==> src/rtl/prbs6_pkg.sv <==
// Shared PRBS6 definitions: FSM states, register length, feedback taps and period.
// Optional error counter in the checker is built only when PRBS6_CHK_ERRCNT_EN is defined.
package prbs6_pkg;

    typedef enum logic {
        SEARCH = 1'b0,
        LOCKED = 1'b1
    } state_t;

    localparam int PRBS_LEN    = 6;
    localparam int TAP_A       = 3;
    localparam int TAP_B       = 5;
    localparam int PRBS_PERIOD = 14;

    // h[0] is the newest bit, so h[3] is s[n-4] and h[5] is s[n-6].
    function automatic logic prbs_predict(input logic [PRBS_LEN-1:0] hist);
        return hist[TAP_A] ^ hist[TAP_B];
    endfunction

endpackage

==> src/rtl/prbs6_predictor.sv <==
// Self-synchronising PRBS6 history and next-bit prediction; match is combinational, history updates on each valid.
// No backpressure: every in_valid sample is shifted in, errored or not.
module prbs6_predictor
    import prbs6_pkg::*;
(
    input  logic clk,
    input  logic rst,
    input  logic in_valid,
    input  logic in_bit,
    output logic pred_vld,
    output logic match
);

    localparam logic [2:0] FILL_FULL = 3'(PRBS_LEN);

    logic [PRBS_LEN-1:0] hist;
    logic [2:0]          fill;

    always_ff @(posedge clk or negedge rst) begin
        if (!rst) begin
            hist <= '0;
            fill <= '0;
        end else if (in_valid) begin
            hist <= {hist[PRBS_LEN-2:0], in_bit};
            if (fill != FILL_FULL) begin
                fill <= fill + 3'd1;
            end
        end
    end

    // A prediction is only meaningful once six real samples sit in the history.
    assign pred_vld = in_valid && (fill == FILL_FULL);
    assign match    = (in_bit == prbs_predict(hist));

endmodule

==> config.mk <==
export PLATFORM = sky130hd
export DESIGN_NAME = prbs6_predictor
export DESIGN_NICKNAME = d
export VERILOG_FILES = /design/src/rtl/prbs6_pkg.sv /design/src/rtl/prbs6_predictor.sv
export SDC_FILE = /design/constraint.sdc
export NUM_CORES = 1
export LEC_CHECK = 0
export ABC_CLOCK_PERIOD_IN_PS = 2870
export CAP_MARGIN = 20
export CELL_PAD_IN_SITES_DETAIL_PLACEMENT = 0
export CELL_PAD_IN_SITES_GLOBAL_PLACEMENT = 1
export CORE_AREA = 2 2 39 41
export CTS_CLUSTER_SIZE = 14
export DETAILED_ROUTE_END_ITERATION = 10
export DIE_AREA = 0 0 41 43
export GPL_ROUTABILITY_DRIVEN = 1
export PLACE_DENSITY = 0.61
export SLEW_MARGIN = 20
export SYNTH_ARGS = -nofsm -noshare
export SYNTH_HDL_FRONTEND = slang
export SYNTH_SLANG_ARGS = --single-unit
export TNS_END_PERCENT = 1
==> constraint.sdc <==
create_clock -name clk -period 2.87 [get_ports clk]
set_clock_uncertainty 0.15 [all_clocks]
set_input_delay 0.287 -clock clk [delete_from_list [all_inputs] [get_ports clk]]
set_output_delay 0.287 -clock clk [all_outputs]
set_load 0.005 [all_outputs]
==> impl_results.html, run 1 <==
<table>
<tr><th>Metric</th><th>Value</th></tr>
<tr><th colspan="2">Clock tree</th></tr>
<tr><td>Post-CTS resize count</td><td>0</td></tr>
<tr><td>Buffers from clock root to sink, at most</td><td>2</td></tr>
<tr><td>Clock tree from TritonCTS</td><td>done</td></tr>
<tr><td>Setup fix buffers added after clock tree synthesis</td><td>0</td></tr>
<tr><td>Level count of the clock H-tree</td><td>1</td></tr>
<tr><td>Clock network latency to the later pin of the worst-skew pair</td><td>0.26 ns</td></tr>
<tr><td>Clock Pin Slew Worst Setup and Hold Paths</td><td>approximately 0.060 ns</td></tr>
<tr><td>Count of clock tree sinks</td><td>9</td></tr>
<tr><td>Num CTS Buffers</td><td>3</td></tr>
<tr><td>Buffer cell driving the clock tree root</td><td>sky130_fd_sc_hd__clkbuf_4</td></tr>
<tr><td>Hold buffer count at cts</td><td>0</td></tr>
<tr><th colspan="2">Synth</th></tr>
<tr><td>Xor-xnor portion of the synthesized cell area</td><td>6.31%</td></tr>
<tr><td>Dominant combinational cell family by area after synthesis</td><td>multiplexers</td></tr>
<tr><td>Simple logic cell fraction of the synthesized area</td><td>3.30%</td></tr>
<tr><td>Seq cells post-synth</td><td>9</td></tr>
<tr><td>Portion of synthesized cell area occupied by the leading cell type</td><td>54.1%</td></tr>
<tr><td>Proportion of synthesized area in mux cells</td><td>18.6%</td></tr>
<tr><td>Synth warnings</td><td>0</td></tr>
<tr><td>Compound-gate portion of the synthesized area</td><td>~7%</td></tr>
<tr><td>Netlist Area Pre-Place</td><td>roughly 420 sq um</td></tr>
<tr><td>Average footprint of a synthesized cell</td><td>14.4 sq um</td></tr>
<tr><td>Arithmetic-cell share of the synthesized area counting full adders, half adders and majority gates</td><td>between 6 and 7%</td></tr>
<tr><td>Leading cell types by total area after synthesis</td><td>sky130_fd_sc_hd__dfrtp_1, sky130_fd_sc_hd__mux2_2, sky130_fd_sc_hd__ha_1</td></tr>
<tr><td>Mapped Nets</td><td>35</td></tr>
<tr><td>Most area-hungry cell type in the Yosys netlist</td><td>sky130_fd_sc_hd__dfrtp_1</td></tr>
<tr><td>Post-Syn Instances</td><td>29</td></tr>
<tr><td>Cell variety after synth</td><td>13</td></tr>
<tr><td>Part of the Yosys area used for sequential elements</td><td>54.1%</td></tr>
<tr><th colspan="2">Critical path</th></tr>
<tr><td>Maximum fanout count along the critical path</td><td>10</td></tr>
<tr><td>Arrival time worst endpoint</td><td>1.73 ns</td></tr>
<tr><td>Cell mode on critical path</td><td>sky130_fd_sc_hd__clkdlybuf4s50_1</td></tr>
<tr><td>Category of the critical setup timing path</td><td>input pin to primary output</td></tr>
<tr><td>Required arrival time at the worst endpoint</td><td>2.43 ns</td></tr>
<tr><td>Worst Setup End Kind</td><td>primary output</td></tr>
<tr><td>Max stage delay cell, worst path</td><td>sky130_fd_sc_hd__clkdlybuf4s50_1</td></tr>
<tr><td>Type of origin of the critical path</td><td>input pin</td></tr>
<tr><td>R2R depth</td><td>4</td></tr>
<tr><td>Highest cell delay on the worst timing path</td><td>0.71 ns</td></tr>
<tr><td>Worst reg2reg endpoint</td><td>fill[1]</td></tr>
<tr><td>Ordered list of cells on the worst path</td><td>clkdlybuf4s50_1 -&gt; and3_2 -&gt; clkdlybuf4s50_1</td></tr>
<tr><td>Timing startpoint of the critical path</td><td>in_valid</td></tr>
<tr><td>Launch instance of the worst register-to-register path</td><td>fill[0]</td></tr>
<tr><td>Capture point of the critical path</td><td>pred_vld</td></tr>
<tr><td>Flop-to-flop setup slack</td><td>1.59 ns</td></tr>
<tr><th colspan="2">STA</th></tr>
<tr><td>Setup repair after global routing missed its margin</td><td>false</td></tr>
<tr><td>Normalized max-slew margin</td><td>72.3%</td></tr>
<tr><td>Total negative slack</td><td>0 ns</td></tr>
<tr><td>Worst Slack Setup Final</td><td>0.702 ns</td></tr>
<tr><td>Period utilisation layout</td><td>75.5%</td></tr>
<tr><td>Final number of max-transition violations</td><td>0</td></tr>
<tr><td>Final count of hold timing violations</td><td>0</td></tr>
<tr><td>Timing-limited maximum frequency</td><td>~460 MHz</td></tr>
<tr><td>Worst-Margin Slew</td><td>0.415 ns</td></tr>
<tr><td>Total of endpoints with negative setup slack in the final report</td><td>0</td></tr>
<tr><td>Min cycle time layout</td><td>2.17 ns</td></tr>
<tr><th colspan="2">Layout</th></tr>
<tr><td>Area growth, synth to finish</td><td>20.4%</td></tr>
<tr><td>Most used cells in the layout excluding fill and tap cells</td><td>sky130_fd_sc_hd__dfrtp_1, sky130_fd_sc_hd__mux2_2, sky130_fd_sc_hd__clkdlybuf4s50_1</td></tr>
<tr><td>Share of cells above drive strength 1</td><td>29.7%</td></tr>
<tr><td>Commonest non-fill, non-tap cell in the layout</td><td>sky130_fd_sc_hd__dfrtp_1</td></tr>
<tr><td># fillers</td><td>141</td></tr>
<tr><td>Final nets</td><td>44</td></tr>
<tr><td>Antenna diode instance count</td><td>0</td></tr>
<tr><th colspan="2">GRT</th></tr>
<tr><td>Total routing resource utilization after global routing</td><td>11.0%</td></tr>
<tr><td>GR Overflow Total</td><td>0</td></tr>
<tr><td>Number of global-route vias before repair</td><td>293</td></tr>
<tr><td>Global-route wire length before repair</td><td>1180 um</td></tr>
<tr><td>Number of antenna violations at the first check in global routing</td><td>0</td></tr>
<tr><td>Pin count of the biggest net entering global routing</td><td>11</td></tr>
<tr><th colspan="2">Power</th></tr>
<tr><td>Cell Int Power</td><td>slightly above 300 uW</td></tr>
<tr><td>Total net switching power</td><td>134 uW</td></tr>
<tr><td>Largest vdd supply drop</td><td>0.305 mV</td></tr>
<tr><td>Fraction of power consumed by the clock network</td><td>between 20% and 30%</td></tr>
<tr><td>Static leakage</td><td>0.000222 uW</td></tr>
<tr><td>Power per cell area</td><td>882 mW/mm^2</td></tr>
<tr><td>Sequential power share</td><td>44.9%</td></tr>
<tr><td>Combinational group share of total power</td><td>roughly 33%</td></tr>
<tr><td>Switching portion of total power</td><td>30.2%</td></tr>
<tr><td>Overall Power</td><td>around 440 uW</td></tr>
<tr><th colspan="2">Die</th></tr>
<tr><td>Count of pins on the block boundary</td><td>6</td></tr>
<tr><td>Area of the die</td><td>about 0.0018 sq mm</td></tr>
<tr><td>Site row count</td><td>14</td></tr>
<tr><td>Die width</td><td>a little over 40 um</td></tr>
<tr><td>Starting Density</td><td>30.1%</td></tr>
<tr><td>Placeable core region</td><td>roughly 0.0014 sq mm</td></tr>
<tr><td>Chip height</td><td>roughly 43 um</td></tr>
<tr><th colspan="2">Place</th></tr>
<tr><td>Worst Setup Slack post-DPL</td><td>around 0.69 ns</td></tr>
<tr><td>HPWL reported at the end of detailed placement</td><td>489 um</td></tr>
<tr><td>GP Congestion</td><td>0.613</td></tr>
<tr><td>Number of I/O port buffers</td><td>5</td></tr>
<tr><th colspan="2">Run status</th></tr>
<tr><td>Outcome</td><td>completed</td></tr>
<tr><th colspan="2">Routing</th></tr>
<tr><td>DRT Wirelength</td><td>648 um</td></tr>
<tr><td>Remaining number of nets flagged by the antenna check after routing</td><td>0</td></tr>
<tr><td>Detailed-router iteration count before antenna repair</td><td>2</td></tr>
<tr><td>Post-route DRC violation count</td><td>0</td></tr>
<tr><td>Detail-routed via count per cell</td><td>4.60</td></tr>
<tr><td>First-iteration detailed-routing DRC count</td><td>1</td></tr>
<tr><td>Average wire per cell in the routed design</td><td>12.2 um</td></tr>
<tr><td>Total number of vias</td><td>244</td></tr>
<tr><th colspan="2">Flow run</th></tr>
<tr><td>Total of max-cap violations</td><td>0</td></tr>
<tr><th colspan="2">Hold path</th></tr>
<tr><td>Worst min-delay path class</td><td>input pin to asynchronous set/reset pin</td></tr>
</table>
## critical path: cells and delay by family
| kind | cells | cell delay, ns |
|---|---|---|
| buffers and inverters | 2 | 1.20 |
| and+or+nand+nor | 1 | 0.25 |
## cells in the mapped netlist, drive strengths merged
library cell and count:
mux2 6, and3 1, a21boi 1, mux2i 1, a21oi 1, ha 2
buf 1, a31oi 1, xnor2 2, inv 2, nor2b 1, xor2 1
dfrtp 9
## layout make-up
cell class / instances / area (sq um) / share of cell area, %
Inverter: 2 / 7.51 / 1.50
Tap cell: 16 / 20.0 / 3.99
Sequential cell: 9 / 225 / 44.9
Clock buffer: 4 / 26.3 / 5.24
Multi-Input combinational cell: 17 / 173 / 34.4
Timing Repair Buffer: 5 / 50.0 / 9.98
## power groups by stage
stage                     registers [uW]  logic, uW  clock network (uW)
after floorplan                      193        104                   0
after global placement               198        143                   0
after detailed placement             202        151                   0
after CTS                            199        152                 105
after global routing                 205        168                 110
final                                199        148                96.3
## cell families after synthesis
| logic type | count (synthesis) |
|---|---|
| and+or+nand+nor | 2 |
| muxes | 7 |
| DFF | 9 |
| xor gates and xnor gates | 3 |
| adders and majority gates | 2 |
| AOI/OAI and AO/OA | 3 |
| buffers and inverters | 3 |
## how the worst min path moves through the flow
stage            start       to  depth (start not counted)
6_report           rst  fill[0]                          1
5_1_grt            rst  fill[0]                          1
4_1_cts            rst  fill[0]                          1
3_5_place_dp   hist[1]  hist[2]                          1
3_3_place_gp   hist[4]  hist[4]                          1
2_1_floorplan      rst  fill[0]                          0
## per-layer routing
metal,vias up,track usage [%],wire (um)
li1,116,-,-
met1,124,10.7,253
met2,4,16.3,371
met3,0,4.71,23
met4,0,10.0,0
met5,-,0,0
## stage by stage
step           instance area (sq um)  util [%]  instances  hold slack, ns
3_5_place_dp                     475      34.4         49           0.349
5_1_grt                          502      36.3         53           0.210
2_1_floorplan                    417         -         29          -0.159
4_1_cts                          502      36.3         53           0.179
3_3_place_gp                     475      34.4         49           0.337
6_report                         502      36.3         53           0.176
## sequential cells by signal (all words and copies together) (netlist names)
name,cells
hist,6
fill,3
No activity file was read; power rests on OpenSTA's default activity.
==> run 2: changes to the inputs <==
--- a/config.mk
+++ b/config.mk
@@ -5,7 +5,7 @@
 export SDC_FILE = /design/constraint.sdc
 export NUM_CORES = 1
 export LEC_CHECK = 0
-export ABC_CLOCK_PERIOD_IN_PS = 2870
+export ABC_CLOCK_PERIOD_IN_PS = 1900
 export CAP_MARGIN = 20
 export CELL_PAD_IN_SITES_DETAIL_PLACEMENT = 0
 export CELL_PAD_IN_SITES_GLOBAL_PLACEMENT = 1
@@ -14,7 +14,7 @@
 export DETAILED_ROUTE_END_ITERATION = 10
 export DIE_AREA = 0 0 41 43
 export GPL_ROUTABILITY_DRIVEN = 1
-export PLACE_DENSITY = 0.61
+export PLACE_DENSITY = 0.63
 export SLEW_MARGIN = 20
 export SYNTH_ARGS = -nofsm -noshare
 export SYNTH_HDL_FRONTEND = slang
==> constraint.sdc (replaced) <==
create_clock -name clk -period 1.9 [get_ports clk]
set_clock_uncertainty 0.15 [all_clocks]
set_input_delay 0.19 -clock clk [delete_from_list [all_inputs] [get_ports clk]]
set_output_delay 0.19 -clock clk [all_outputs]
set_load 0.005 [all_outputs]
==> impl_results.html, run 2 (synthesis gave the netlist of run 1 again) <==
<table>
<tr><th>Metric</th><th>Value</th></tr>
<tr><th colspan="2">Run status</th></tr>
<tr><td>Outcome</td><td>completed</td></tr>
<tr><th colspan="2">Layout</th></tr>
<tr><td>Number of flip-flops in the largest register</td><td>6 (unchanged)</td></tr>
<tr><td>Fin cells</td><td>57 (+7.5%)</td></tr>
<tr><td># fillers</td><td>133 (-5.7%)</td></tr>
<tr><td>Final nets</td><td>48 (+9.1%)</td></tr>
<tr><td>Share of cells above drive strength 1</td><td>41.5% (+12 points)</td></tr>
<tr><td>Largest registers</td><td>hist: 6 flops, fill: 3 flops</td></tr>
<tr><td>Top register by number of flip-flops</td><td>hist</td></tr>
<tr><td>Most used cells in the layout excluding fill and tap cells</td><td>sky130_fd_sc_hd__dfrtp_1, sky130_fd_sc_hd__mux2_2, sky130_fd_sc_hd__buf_4</td></tr>
<tr><td>Antenna diode instance count</td><td>0 (unchanged)</td></tr>
<tr><td>Area growth, synth to finish</td><td>29.4%</td></tr>
<tr><td>Commonest non-fill, non-tap cell in the layout</td><td>sky130_fd_sc_hd__dfrtp_1</td></tr>
<tr><th colspan="2">Critical path</th></tr>
<tr><td>Launch instance of the worst register-to-register path</td><td>fill[1]</td></tr>
<tr><td>Worst reg2reg endpoint</td><td>fill[1]</td></tr>
<tr><td>Ordered list of cells on the worst path</td><td>ha_2 -&gt; and3_2 -&gt; dlymetal6s2s_1</td></tr>
<tr><td>Arrival time worst endpoint</td><td>1.17 ns (-0.56 ns)</td></tr>
<tr><td>Category of the critical setup timing path</td><td>register to primary output</td></tr>
<tr><td>Count of buffering cells on the critical path with inverters included</td><td>1 (-1)</td></tr>
<tr><td>R2R depth</td><td>4 (unchanged)</td></tr>
<tr><td>Crit-path leading delay family</td><td>flip-flops</td></tr>
<tr><td>Required arrival time at the worst endpoint</td><td>1.56 ns (-0.87 ns)</td></tr>
<tr><td>Maximum fanout count along the critical path</td><td>3 (-7)</td></tr>
<tr><td>Flop-to-flop setup slack</td><td>0.59 ns (-1.00 ns)</td></tr>
<tr><td>Highest cell delay on the worst timing path</td><td>0.40 ns (-0.31 ns)</td></tr>
<tr><td>Type of origin of the critical path</td><td>register</td></tr>
<tr><td>Max stage delay cell, worst path</td><td>sky130_fd_sc_hd__dfrtp_1</td></tr>
<tr><td>Worst Setup End Kind</td><td>primary output</td></tr>
<tr><th colspan="2">STA</th></tr>
<tr><td>Total negative slack</td><td>0 ns (unchanged)</td></tr>
<tr><td>Worst-Margin Slew</td><td>0.400 ns (-0.0147 ns)</td></tr>
<tr><td>Min cycle time layout</td><td>1.51 ns</td></tr>
<tr><td>Period utilisation layout</td><td>79.7%</td></tr>
<tr><td>Final count of hold timing violations</td><td>0 (unchanged)</td></tr>
<tr><td>Setup repair after global routing missed its margin</td><td>false</td></tr>
<tr><td>Normalized max-slew margin</td><td>73.2% (+0.98 points)</td></tr>
<tr><td>Timing-limited maximum frequency</td><td>661 MHz</td></tr>
<tr><td>Final number of max-transition violations</td><td>0 (unchanged)</td></tr>
<tr><td>Total of endpoints with negative setup slack in the final report</td><td>0 (unchanged)</td></tr>
<tr><th colspan="2">Hold path</th></tr>
<tr><td>Worst min-delay path class</td><td>input pin to asynchronous set/reset pin</td></tr>
<tr><th colspan="2">Place</th></tr>
<tr><td>GP Congestion</td><td>0.632 (+3.0%)</td></tr>
<tr><td>Number of I/O port buffers</td><td>5 (unchanged)</td></tr>
<tr><td>Placed cells</td><td>50 (+2.0%)</td></tr>
<tr><th colspan="2">Routing</th></tr>
<tr><td>Post-route DRC violation count</td><td>0 (unchanged)</td></tr>
<tr><td>First-iteration detailed-routing DRC count</td><td>1 (unchanged)</td></tr>
<tr><td>DRT Wirelength</td><td>603 um (-6.9%)</td></tr>
<tr><td>Average wire per cell in the routed design</td><td>10.6 um (-13%)</td></tr>
<tr><td>Detail-routed via count per cell</td><td>4.44 (-3.6%)</td></tr>
<tr><td>Remaining number of nets flagged by the antenna check after routing</td><td>0 (unchanged)</td></tr>
<tr><td>Total number of vias</td><td>253 (+3.7%)</td></tr>
<tr><td>Detailed-router iteration count before antenna repair</td><td>2 (unchanged)</td></tr>
<tr><th colspan="2">Clock tree</th></tr>
<tr><td>Buffers from clock root to sink, at most</td><td>2 (unchanged)</td></tr>
<tr><td>Level count of the clock H-tree</td><td>1 (unchanged)</td></tr>
<tr><td>Clock Pin Slew Worst Setup and Hold Paths</td><td>0.06 ns (about the same)</td></tr>
<tr><td>Clock network latency to the later pin of the worst-skew pair</td><td>0.25 ns (about the same)</td></tr>
<tr><td>Count of clock tree sinks</td><td>9 (unchanged)</td></tr>
<tr><td>Num CTS Buffers</td><td>3 (unchanged)</td></tr>
<tr><td>Clock tree from TritonCTS</td><td>done</td></tr>
<tr><td>Buffer cell driving the clock tree root</td><td>sky130_fd_sc_hd__clkbuf_4</td></tr>
<tr><td>Hold buffer count at cts</td><td>0 (unchanged)</td></tr>
<tr><th colspan="2">GRT</th></tr>
<tr><td>GR Overflow Total</td><td>0 (unchanged)</td></tr>
<tr><td>Number of antenna violations at the first check in global routing</td><td>0 (unchanged)</td></tr>
<tr><td>Number of global-route vias before repair</td><td>253 (-14%)</td></tr>
<tr><td>Total routing resource utilization after global routing</td><td>8.96% (-2.0 points)</td></tr>
<tr><td>Global-route wire length before repair</td><td>986 um (-16%)</td></tr>
<tr><td>Pin count of the biggest net entering global routing</td><td>10 (-1)</td></tr>
<tr><th colspan="2">Power</th></tr>
<tr><td>Cell Int Power</td><td>499 uW (+62%)</td></tr>
<tr><td>Total net switching power</td><td>205 uW (+54%)</td></tr>
<tr><td>Fraction of power consumed by the clock network</td><td>20.5% (-1.3 points)</td></tr>
<tr><td>Power per cell area</td><td>1310 mW/mm^2 (+48%)</td></tr>
<tr><td>Largest vdd supply drop</td><td>0.505 mV (+66%)</td></tr>
<tr><td>Sequential power share</td><td>42.7% (-2.2 points)</td></tr>
<tr><td>Switching portion of total power</td><td>29.1% (-1.1 points)</td></tr>
<tr><td>Static leakage</td><td>0.000265 uW (+19%)</td></tr>
<tr><td>Combinational group share of total power</td><td>36.9% (+3.6 points)</td></tr>
<tr><th colspan="2">Flow run</th></tr>
<tr><td>Total of max-cap violations</td><td>0 (unchanged)</td></tr>
<tr><th colspan="2">Die</th></tr>
<tr><td>Area of the die</td><td>0.00176 sq mm (unchanged)</td></tr>
<tr><td>Site row count</td><td>14 (unchanged)</td></tr>
<tr><td>Chip height</td><td>43 um (unchanged)</td></tr>
<tr><td>Starting Density</td><td>30.1% (unchanged)</td></tr>
<tr><td>Placeable core region</td><td>0.00138 sq mm (unchanged)</td></tr>
<tr><td>Count of pins on the block boundary</td><td>6 (unchanged)</td></tr>
<tr><td>Die width</td><td>41 um (unchanged)</td></tr>
</table>
==> run 2: cell types whose count changed in the layout (fill, tap and decap cells not counted), sizes merged <==
cell and delta:
buf +4, dlymetal6s2s +2, clkdlybuf4s50 -2
==> run 2: how the worst max path moves through the flow <==
stage,start,end,cells past startpoint
after floorplan,fill[0],fill[1],4
after global placement,in_bit,match,4
after detailed placement,in_bit,match,4
after CTS,fill[0],pred_vld,4
after global routing,fill[1],pred_vld,3
final,fill[1],pred_vld,3
==> run 2: worst register-to-register path: cells and delay by family (launching register included) <==
kind | cells | cell delay [ns]
compound gates | 1 | 0.17
fa+ha+maj | 1 | 0.18
buf+inv | 1 | 0.14
flops | 1 | 0.40
mux | 1 | 0.19
==> run 2: power groups by stage <==
stage                     logic, uW  clock network [uW]  registers [uW]
final                           260                 144             301
after global routing            290                 162             308
after CTS                       255                 154             301
after detailed placement        221                   0             303
after global placement          212                   0             297
after floorplan                 158                   0             292
==> run 2: per-layer routing <==
layer | up-vias | track usage [%] | share of wire, %
met5 | - | 0 | 0
met2 | 4 | 13.1 | 50
li1 | 121 | - | -
met4 | 0 | 6.00 | 0
met3 | 0 | 4.71 | 6.0
met1 | 128 | 9.43 | 44
==> run 2: per-stage QoR <==
stage | cell area [sq um] | setup WS, ns | power (uW) | hold slack (ns) | utilization, %
after floorplan | 417 | 0.701 | 450 | -0.256 | -
after global placement | 483 | 0.0569 | 509 | 0.332 | 34.9
after detailed placement | 483 | 0.0212 | 525 | 0.341 | 34.9
after CTS | 527 | 0.00491 | 710 | 0.0866 | 38.1
after global routing | 539 | 0.327 | 759 | 0.120 | 39.0
final | 539 | 0.386 | 704 | 0.0754 | 39.0
==> run 2: area by class of cell <==
cell class	instances	area [sq um]	share of cell area (%)
sequential	9	225	41.8
multi-input combinational	17	175	32.5
timing repair buffer	9	85.1	15.8
clock buffer	4	26.3	4.87
tap	16	20.0	3.71
inverter	2	7.51	1.39
==> run 2: timing repair <==
item	CTS	global route
endpoints found under the hold margin	0	0
setup endpoints to repair	1	2
setup buffers	2	1
gates resized for setup	2	2
pin swaps	0	1
